==> src/rtl/alu_mc.sv <==
// Multi-cycle ALU: single-cycle logic/arith/shift ops plus iterative MULU (shift-add)
// and optional DIVU (restoring), one bit per cycle. Define ALU_MC_DIV_EN to build the divider.
module alu_mc #(
  parameter int WIDTH = 32,
  parameter int SHW   = 5
) (
  input  logic             Clk,
  input  logic             Rst,
  input  logic             Start,
  input  logic [WIDTH-1:0] X,
  input  logic [WIDTH-1:0] Y,
  input  logic [3:0]       Aluc,
  output logic             Busy,
  output logic             Done,
  output logic [WIDTH-1:0] R,
  output logic [WIDTH-1:0] H,
  output logic             Z,
  output logic             V,
  output logic             DivZ,
  output logic             o_dbg_state
);

  // Handshake: Start is accepted on a rising edge only while Busy=0; Done is a
  // one-cycle pulse marking the cycle in which R/H/flags carry a new result.

  localparam int             HALF     = WIDTH / 2;
  localparam int             MSB      = WIDTH - 1;
  localparam logic [SHW:0]   LP_ITERS = (SHW+1)'(WIDTH);
  localparam logic [SHW:0]   LP_ONE   = (SHW+1)'(1);

  typedef enum logic {ST_IDLE = 1'b0, ST_ITER = 1'b1} state_t;

  state_t           r_state, w_state_nxt;
  logic [SHW:0]     r_cnt;
  logic [SHW:0]     w_cnt_nxt;
  logic [WIDTH-1:0] r_hi, r_lo, r_b;
  logic             r_done, r_z, r_v, r_divz;
  logic [WIDTH-1:0] r_r, r_h;

  logic             w_accept, w_is_mul, w_is_div, w_go_iter, w_last;
  logic [WIDTH-1:0] w_add, w_sub, w_sra;
  logic [WIDTH-1:0] w_sc_r, w_sc_h;
  logic             w_sc_v, w_sc_divz;
  logic [WIDTH:0]   w_mul_sum;
  logic [WIDTH-1:0] w_step_hi, w_step_lo;
`ifdef ALU_MC_DIV_EN
  logic             r_op_div;
  logic [WIDTH:0]   w_rem_sh;
  logic [WIDTH-1:0] w_rem_sub;
  logic             w_ge;
`endif

  assign w_accept  = Start && (r_state == ST_IDLE);
  assign w_is_mul  = (Aluc == 4'b1000);
`ifdef ALU_MC_DIV_EN
  assign w_is_div  = (Aluc == 4'b1100) && (Y != '0);
`else
  assign w_is_div  = 1'b0;
`endif
  assign w_go_iter = w_accept && (w_is_mul || w_is_div);
  assign w_cnt_nxt = r_cnt + LP_ONE;
  assign w_last    = (r_state == ST_ITER) && (w_cnt_nxt == LP_ITERS);

  always_comb begin
    w_state_nxt = r_state;
    case (r_state)
      ST_IDLE: if (w_go_iter) w_state_nxt = ST_ITER;
      ST_ITER: if (w_last)    w_state_nxt = ST_IDLE;
      default:                w_state_nxt = ST_IDLE;
    endcase
  end

  always_ff @(posedge Clk) begin
    if (Rst) r_state <= ST_IDLE;
    else     r_state <= w_state_nxt;
  end

  assign w_add = X + Y;
  assign w_sub = X - Y;
  assign w_sra = $unsigned($signed(Y) >>> X[SHW-1:0]);

  always_comb begin
    w_sc_r    = '0;
    w_sc_h    = '0;
    w_sc_v    = 1'b0;
    w_sc_divz = 1'b0;
    case (Aluc)
      4'b0000: begin
        w_sc_r = w_add;
        w_sc_v = (X[MSB] == Y[MSB]) && (w_add[MSB] != X[MSB]);
      end
      4'b0100: begin
        w_sc_r = w_sub;
        w_sc_v = (X[MSB] != Y[MSB]) && (w_sub[MSB] != X[MSB]);
      end
      4'b0001, 4'b1001: w_sc_r = X & Y;
      4'b0101, 4'b1101: w_sc_r = X | Y;
      4'b0010, 4'b1010: w_sc_r = X ^ Y;
      4'b0110, 4'b1110: w_sc_r = {Y[HALF-1:0], {HALF{1'b0}}};
      4'b0011:          w_sc_r = Y << X[SHW-1:0];
      4'b0111:          w_sc_r = Y >> X[SHW-1:0];
      4'b1111:          w_sc_r = w_sra;
`ifdef ALU_MC_DIV_EN
      // Only a zero divisor reaches the single-cycle path for DIVU.
      4'b1100: begin
        w_sc_r    = '1;
        w_sc_h    = X;
        w_sc_divz = 1'b1;
      end
`endif
      default: ;
    endcase
  end

  // Shared {r_hi, r_lo} pair: product shifts right for MULU, quotient shifts left for DIVU.
  assign w_mul_sum = {1'b0, r_hi} + (r_lo[0] ? {1'b0, r_b} : '0);
`ifdef ALU_MC_DIV_EN
  assign w_rem_sh  = {r_hi, r_lo[MSB]};
  assign w_ge      = (w_rem_sh >= {1'b0, r_b});
  assign w_rem_sub = w_rem_sh[WIDTH-1:0] - r_b;
`endif

  always_comb begin
    w_step_hi = w_mul_sum[WIDTH:1];
    w_step_lo = {w_mul_sum[0], r_lo[WIDTH-1:1]};
`ifdef ALU_MC_DIV_EN
    if (r_op_div) begin
      w_step_hi = w_ge ? w_rem_sub : w_rem_sh[WIDTH-1:0];
      w_step_lo = {r_lo[WIDTH-2:0], w_ge};
    end
`endif
  end

  always_ff @(posedge Clk) begin
    if (Rst) begin
      r_done <= 1'b0;
      r_r    <= '0;
      r_h    <= '0;
      r_z    <= 1'b1;
      r_v    <= 1'b0;
      r_divz <= 1'b0;
      r_cnt  <= '0;
      r_hi   <= '0;
      r_lo   <= '0;
      r_b    <= '0;
`ifdef ALU_MC_DIV_EN
      r_op_div <= 1'b0;
`endif
    end else begin
      r_done <= 1'b0;
      if (w_go_iter) begin
        r_cnt <= '0;
        r_hi  <= '0;
        r_lo  <= w_is_mul ? Y : X;
        r_b   <= w_is_mul ? X : Y;
`ifdef ALU_MC_DIV_EN
        r_op_div <= !w_is_mul;
`endif
      end else if (w_accept) begin
        r_done <= 1'b1;
        r_r    <= w_sc_r;
        r_h    <= w_sc_h;
        r_z    <= (w_sc_r == '0);
        r_v    <= w_sc_v;
        r_divz <= w_sc_divz;
      end else if (r_state == ST_ITER) begin
        r_cnt <= w_cnt_nxt;
        r_hi  <= w_step_hi;
        r_lo  <= w_step_lo;
        if (w_last) begin
          r_done <= 1'b1;
          r_r    <= w_step_lo;
          r_h    <= w_step_hi;
          r_z    <= (w_step_lo == '0);
          r_v    <= 1'b0;
          r_divz <= 1'b0;
        end
      end
    end
  end

  assign Busy        = (r_state == ST_ITER);
  assign Done        = r_done;
  assign R           = r_r;
  assign H           = r_h;
  assign Z           = r_z;
  assign V           = r_v;
  assign DivZ        = r_divz;
  assign o_dbg_state = r_state;

endmodule

==> config.mk <==
export PLATFORM = sky130hd
export DESIGN_NAME = alu_mc
export DESIGN_NICKNAME = d
export VERILOG_FILES = /design/src/rtl/alu_mc.sv
export SDC_FILE = /design/constraint.sdc
export NUM_CORES = 1
export LEC_CHECK = 0
export ABC_AREA = 1
export ABC_CLOCK_PERIOD_IN_PS = 3100
export CORE_MARGIN = 4
export CORE_UTILIZATION = 30
export DETAILED_ROUTE_END_ITERATION = 7
export SETUP_SLACK_MARGIN = 0.02
export SYNTH_ARGS = -nofsm -noshare
export SYNTH_HDL_FRONTEND = slang
export SYNTH_SLANG_ARGS = --single-unit
==> constraint.sdc <==
create_clock -name Clk -period 3.1 [get_ports Clk]
set_input_delay 0.62 -clock Clk [delete_from_list [all_inputs] [get_ports Clk]]
set_output_delay 0.62 -clock Clk [all_outputs]
set_load 0.005 [all_outputs]
==> impl_metrics.csv, run 1 <==
group,metric,value,unit
run_status,run_status,"finished, final reports clean",
clocking,cts_sinks,170,
drt,wire_per_inst,21.2,um
critical_path,crit_chain,"clkdlybuf4s50_1, buf_4, buf_4, nand2_1, nand3_1, nand3_1, and2_1, buf_4, nand2_1, nand3_1, nand3_1, nor2_1, nand2_1, buf_4, o21ai_4, buf_4, a31oi_1",
drt,vias,24700,
run,maxCapViolations,0,
sta,finClkSkew,0.0145,ns
logic_synthesis,synth_cells,3239,
power,p_clk_frac,0.284,
logic_synthesis,ys_seq_area_frac,0.185,
place,dp_hpwl,82000,um
logic_synthesis,netlist.area_leader.share,0.197,
clocking,holdBufCountCts,0,
logic_synthesis,syn_avg_cell_area,5.67,um2
power,p_sw_frac,0.386,
finish,area_delta_synth_final,43.8,%
logic_synthesis,yosys_warnings,0,
logic_synthesis,syn_nets,3443,
clocking,cts_tree,"built",
power,irDropWorstVdd,386,uV
place,io_buffers,139,
sta,fmax,0.328,GHz
critical_path,critPathMaxFanout,4,
floorplan,die_y,255,um
floorplan,die_w,255,um
clocking,cts_root_buf,"clkbuf_16",
logic_synthesis,ys_types,47,
global_route,grt_max_degree,97,
clocking,cts_max_level,4,
logic_synthesis,netlist_area,18400,um2
sta,drv_slew,0,
sta,slew_headroom,0.323,
worst_hold_path,min-delay-path-class,"flop to flop",
drt,drc,0,
global_route,track_usage,0.288,
power,p_per_area,305,nW/um2
finish,nets,4065,
sta,tns,0,ns
finish,nFillCells,6555,
power,finalPower,8060,uW
finish,n_antenna_cell,0,
logic_synthesis,ys_ff_latch,170,
sta,post-route-period-util,0.983,
sta,layout_min_cycle_time,3.05,ns
logic_synthesis,synth-edff-count,0,
logic_synthesis,synthFlopType,"dfxtp_1",
sta,finalSetupViolCount,0,
critical_path,reg2regPathDepth,16,
sta,max_slew.worst_pin.slew,1.02,ns
power,leakage,0.0131,uW
logic_synthesis,synth.area.top_cells,"nand2_1, dfxtp_1, nand3_1",
critical_path,crit_path_start_kind,"input port",
power,power_switching,3110,uW
critical_path,worstPathArrival,3.36,ns
clocking,cts_buffers,17,
power,p_int,4940,uW
sta,grt_setup_unrepaired,"true",
power,p_comb_frac,0.434,
critical_path,slowest_delay,0.40,ns
logic_synthesis,yosysMostFrequentCell,"nand2_1",
global_route,antenna_found_initial,1,
global_route,grt_pass1_vias,23100,
drt,drtIter0Drc,2995,
critical_path,crit_top_cell,"buf_4",
worst_hold_path,min_delay_path_depth,2,
clocking,insertion_delay,0.48,ns
logic_synthesis,async_flop_share,0,
floorplan,dieArea,65200,um2
critical_path,end_kind,"flop",
global_route,grt_pass1_wl,144000,um
floorplan,initial_core_util,0.304,
drt,drt_wl_total,98700,um
critical_path,crit_type,"input port to flop",
logic_synthesis,yosysTopAreaCell,"nand2_1",
finish,drive_gt1_frac,0.229,
drt,ant_nets,0,
sta,hold_viol,0,
drt,first_pass_iters,8,
power,sequentialPowerShare,0.282,
clocking,cts_max_path_buffers,2,
critical_path,slowest_stage,"clkdlybuf4s50_1",
floorplan,placementRows,90,
floorplan,core-area,60500,um2
clocking,clkTransAtPathRegs,0.07,ns
place,place.gp.congestion,1.07,
drt,routed_via_density,5.31,
floorplan,pin_count,141,
global_route,grt.overflow.total,0,
logic_synthesis,yosys-top-cells-count,"nand2_1, nand3_1, inv_1",
critical_path,required,3.42,ns
[worst paths after layout]
| kind | start | endpoint | slack, ns |
|---|---|---|---|
| hold / removal | H[19]$_SDFFE_PP0P_ | H[19]$_SDFFE_PP0P_ | 0.46 |
| setup reg to reg | r_lo[0]$_SDFFE_PP0P_ | H[17]$_SDFFE_PP0P_ | 0.24 |
| hold reg to reg | H[19]$_SDFFE_PP0P_ | H[19]$_SDFFE_PP0P_ | 0.46 |
| setup / recovery | Y[21] | R[30]$_SDFFE_PP0P_ | 0.05 |
[cell usage in the layout (no fill, tap or decap), types with 21 or more instances in the layout]
cell / instances
inv_1: 330
nand2_1: 938
clkdlybuf4s50_1: 102
buf_12: 21
nand4_1: 45
nand2_2: 40
ha_1: 101
a21oi_1: 202
nor2_1: 223
xor2_1: 31
buf_4: 606
nor2_2: 43
o21ai_0: 107
nor3_1: 21
nand3_2: 26
a31oi_1: 50
nand3_1: 515
dfxtp_1: 169
[routing by layer]
layer | track usage | vias to the layer above | wire length [um]
li1 | - | 11900 | -
met1 | 0.400 | 11400 | 43200
met2 | 0.448 | 1215 | 42300
met3 | 0.0442 | 202 | 8410
met4 | 0.118 | 0 | 4770
met5 | 0 | - | 0
[power groups by stage]
stage                     Sequential (uW)  Clock (uW)  Combinational [uW]
after CTS                            2270        2330                3250
after floorplan                      2310           0                1430
after detailed placement             2320           0                3200
final                                2270        2290                3500
after global placement               2320           0                3210
after global routing                 2280        2400                3710
[worst max-delay path: cells and delay by family]
family                 cells  cell delay [ns]
AOI/OAI and AO/OA          2             0.25
buffers and inverters      6             1.26
and+or+nand+nor            9             1.24
[cells by family after synthesis]
kind of cell	synth area share
flip-flops	0.185
AND/OR/NAND/NOR	0.443
buffers and inverters	0.117
XOR/XNOR	0.0186
other	0.000204
AO/OA/AOI/OAI	0.144
adder cells (fa/ha/maj)	0.0919
[what timing repair did]
item	in CTS	in global routing
pin swaps	1	35
setup buffers	0	11
endpoints found under the setup margin	19	43
resized for setup	64	187
[metrics by stage]
stage	area (um2)	utilization	setup slack (ns)	hold slack, ns	std cells
2_1_floorplan	18400	-	0.0380	0.450	3239
3_3_place_gp	24800	0.411	-1.04	0.450	4613
3_5_place_dp	24800	0.411	-1.01	0.454	4613
4_1_cts	25600	0.423	-0.00665	0.465	4645
5_1_grt	26400	0.437	-0.0143	0.486	4656
6_report	26400	0.437	0.0527	0.462	4656
[registers in the layout, summed over array words and instances, names as in the netlist]
name and cells:
Busy 1, Done 1, H 32, R 32
V 1, Z 1, r_b 32, r_cnt 6
r_hi 32, r_lo 32
[cell type report]
class | instances | area, um2 | share of cell area
clock inverters | 15 | 185 | 0.00701
repair buffers | 768 | 6400 | 0.243
flip-flops and latches | 170 | 3410 | 0.129
inverters | 354 | 1340 | 0.0508
well taps | 782 | 978 | 0.0371
multi-input cells | 2550 | 13700 | 0.517
clock buffers | 17 | 425 | 0.0161
(Power assumes the default switching activity.)
==> inputs of run 2 (changes only) <==
Settings changed: CAP_MARGIN set to 40.
==> run 2 against run 1 <==
  * Combinational power hardly changed
  * Count of clock-buffer cells in the layout is 2 higher
  * Die area stayed put
  * Cell count hardly changed
  * Register-to-register slack hardly changed
  * Setup slack better by 0.017 ns
  * Largest cell class unchanged
  * Largest power group unchanged
==> impl_metrics.csv, run 2 (same netlist as run 1, synthesis figures left out) <==
group,metric,value,unit
run_status,run_status,"finished, final reports clean",
floorplan,die_w,255,um
sta,finalSetupViolCount,0,
finish,final_cell_area,26500,um2
sta,hold_viol,0,
sta,slew_headroom,0.563,
critical_path,end_kind,"flop",
critical_path,required,3.45,ns
sta,post-route-period-util,0.978,
power,leakage,0.0131,uW
drt,routed_via_density,5.31,
critical_path,worstPathArrival,3.38,ns
sta,drv_slew,0,
drt,drc,0,
clocking,cts_max_level,4,
clocking,cts_root_buf,"clkbuf_16",
sta,finClkSkew,0.0202,ns
run,maxCapViolations,0,
floorplan,pin_count,141,
worst_hold_path,min-delay-path-class,"flop to flop",
finish,multi_input_area,13700,um2
finish,regArea,3410,um2
floorplan,initial_core_util,0.304,
clocking,cts_buffers,17,
clocking,cts_tree,"built",
critical_path,crit_type,"input port to flop",
drt,first_pass_iters,6,
finish,nets,4065,
sta,layout_min_cycle_time,3.03,ns
sta,worst_slack,0.0692,ns
finish,nFillCells,6570,
floorplan,dieArea,65200,um2
finish,area_delta_synth_final,44.4,%
clocking,insertion_delay,0.48,ns
place,dp_hpwl,82200,um
finish,final_cell_mix,"nand2_1, buf_4, nand3_1",
global_route,grt_pass1_vias,23400,
global_route,grt_pass1_wl,145000,um
worst_hold_path,min_delay_path_depth,2,
global_route,grt.overflow.total,0,
drt,vias,24700,
drt,drtIter0Drc,2970,
place,dpl.cell_count,4614,
floorplan,placementRows,90,
global_route,antenna_found_initial,0,
clocking,holdBufCountCts,0,
finish,drive_gt1_frac,0.231,
place,place.gp.congestion,1.07,
power,p_per_area,299,nW/um2
sta,grt_setup_unrepaired,"true",
place,io_buffers,139,
power,irDropWorstVdd,334,uV
floorplan,die_y,255,um
clocking,clkTransAtPathRegs,0.06,ns
finish,final_common_cell,"nand2_1",
finish,final_core_util,0.438,
critical_path,critPathMaxFanout,7,
drt,wire_per_inst,21.2,um
sta,fmax,0.330,GHz
finish,instances_no_fill,4657,
critical_path,reg2regPathDepth,16,
drt,ant_nets,0,
place,place_worst_setup_slack,-0.987,ns
critical_path,crit_path_start_kind,"input port",
floorplan,core-area,60500,um2
sta,max_slew.worst_pin.slew,0.655,ns
place,place_area,24900,um2
global_route,track_usage,0.289,
clocking,cts_sinks,170,
clocking,cts_max_path_buffers,2,
sta,finalHoldWorstSlack,0.461,ns
drt,drt_wl_total,98700,um
global_route,grt_max_degree,97,
run 2: cell count changes in the layout (fill, tap and decap cells not counted), sizes merged, moves of 2 or more:
| cell | delta |
|---|---|
| bufinv | -2 |
| clkbuf | +2 |
| clkdlybuf4s50 | +5 |
| clkinv | +3 |
| dlygate4sd2 | -3 |
| dlymetal6s2s | -3 |
| inv | -3 |
run 2: through the flow:
step           TNS [ns]  total power [uW]
6_report              0              7930
3_5_place_dp     -16.22              5530
3_3_place_gp     -16.78              5530
2_1_floorplan         0              3740
4_1_cts        -0.00702              7700
5_1_grt         -0.0962              8280
run 2: area by class of cell:
| class | count | area share |
|---|---|---|
| diodes | 1 | 0.0000944 |
| flip-flops and latches | 170 | 0.129 |
| repair buffers | 768 | 0.244 |
| clock inverters | 13 | 0.00444 |
| well taps | 782 | 0.0369 |
| clock buffers | 19 | 0.0171 |
| inverters | 354 | 0.0506 |
| multi-input cells | 2550 | 0.519 |
run 2: what timing repair did:
action                                  4_1_cts  5_1_grt
endpoints found under the setup margin       18       38
cloned                                        0        0
setup buffers                                 1        9
pin swaps                                     1       35
gates resized for setup                      53      211
run 2: worst max-delay path, cell delays in order:
cell	delay (ns)
clkdlybuf4s50_1	0.51
inv_1	0.10
ha_4	0.28
inv_1	0.08
buf_4	0.12
nand2_1	0.09
nand2_1	0.08
nand2_1	0.08
nand3_2	0.11
nand2_2	0.07
nand2_2	0.13
nand2_1	0.07
nand3_1	0.11
nand3_4	0.11
a21oi_4	0.20
buf_4	0.14
buf_4	0.11
buf_4	0.09
o22ai_1	0.08
a21oi_1	0.16
nor2_1	0.05
run 2: layer usage:
metal  part of all wire  GRT usage  vias to the layer above
met5                  0          0                        -
met3              0.093     0.0507                      199
met4              0.052      0.137                        0
met1               0.43      0.396                    11300
li1                   -          -                    11900
met2               0.42      0.441                     1294
run 2: final timing paths:
path | from | to | slack, ns
worst max-delay path | Y[2] | R[9]$_SDFFE_PP0P_ | 0.07
worst min-delay path | H[19]$_SDFFE_PP0P_ | H[19]$_SDFFE_PP0P_ | 0.46
worst max register to register | r_b[0]$_SDFFE_PP0P_ | H[17]$_SDFFE_PP0P_ | 0.23
worst min register to register | H[19]$_SDFFE_PP0P_ | H[19]$_SDFFE_PP0P_ | 0.46
run 2: power by group:
| group | internal, uW | leakage [uW] | switching [uW] | total, uW |
|---|---|---|---|---|
| Clock | 1150 | 0.000280 | 974 | 2120 |
| Sequential | 2230 | 0.00138 | 40.0 | 2270 |
| Combinational | 1460 | 0.0114 | 2070 | 3530 |
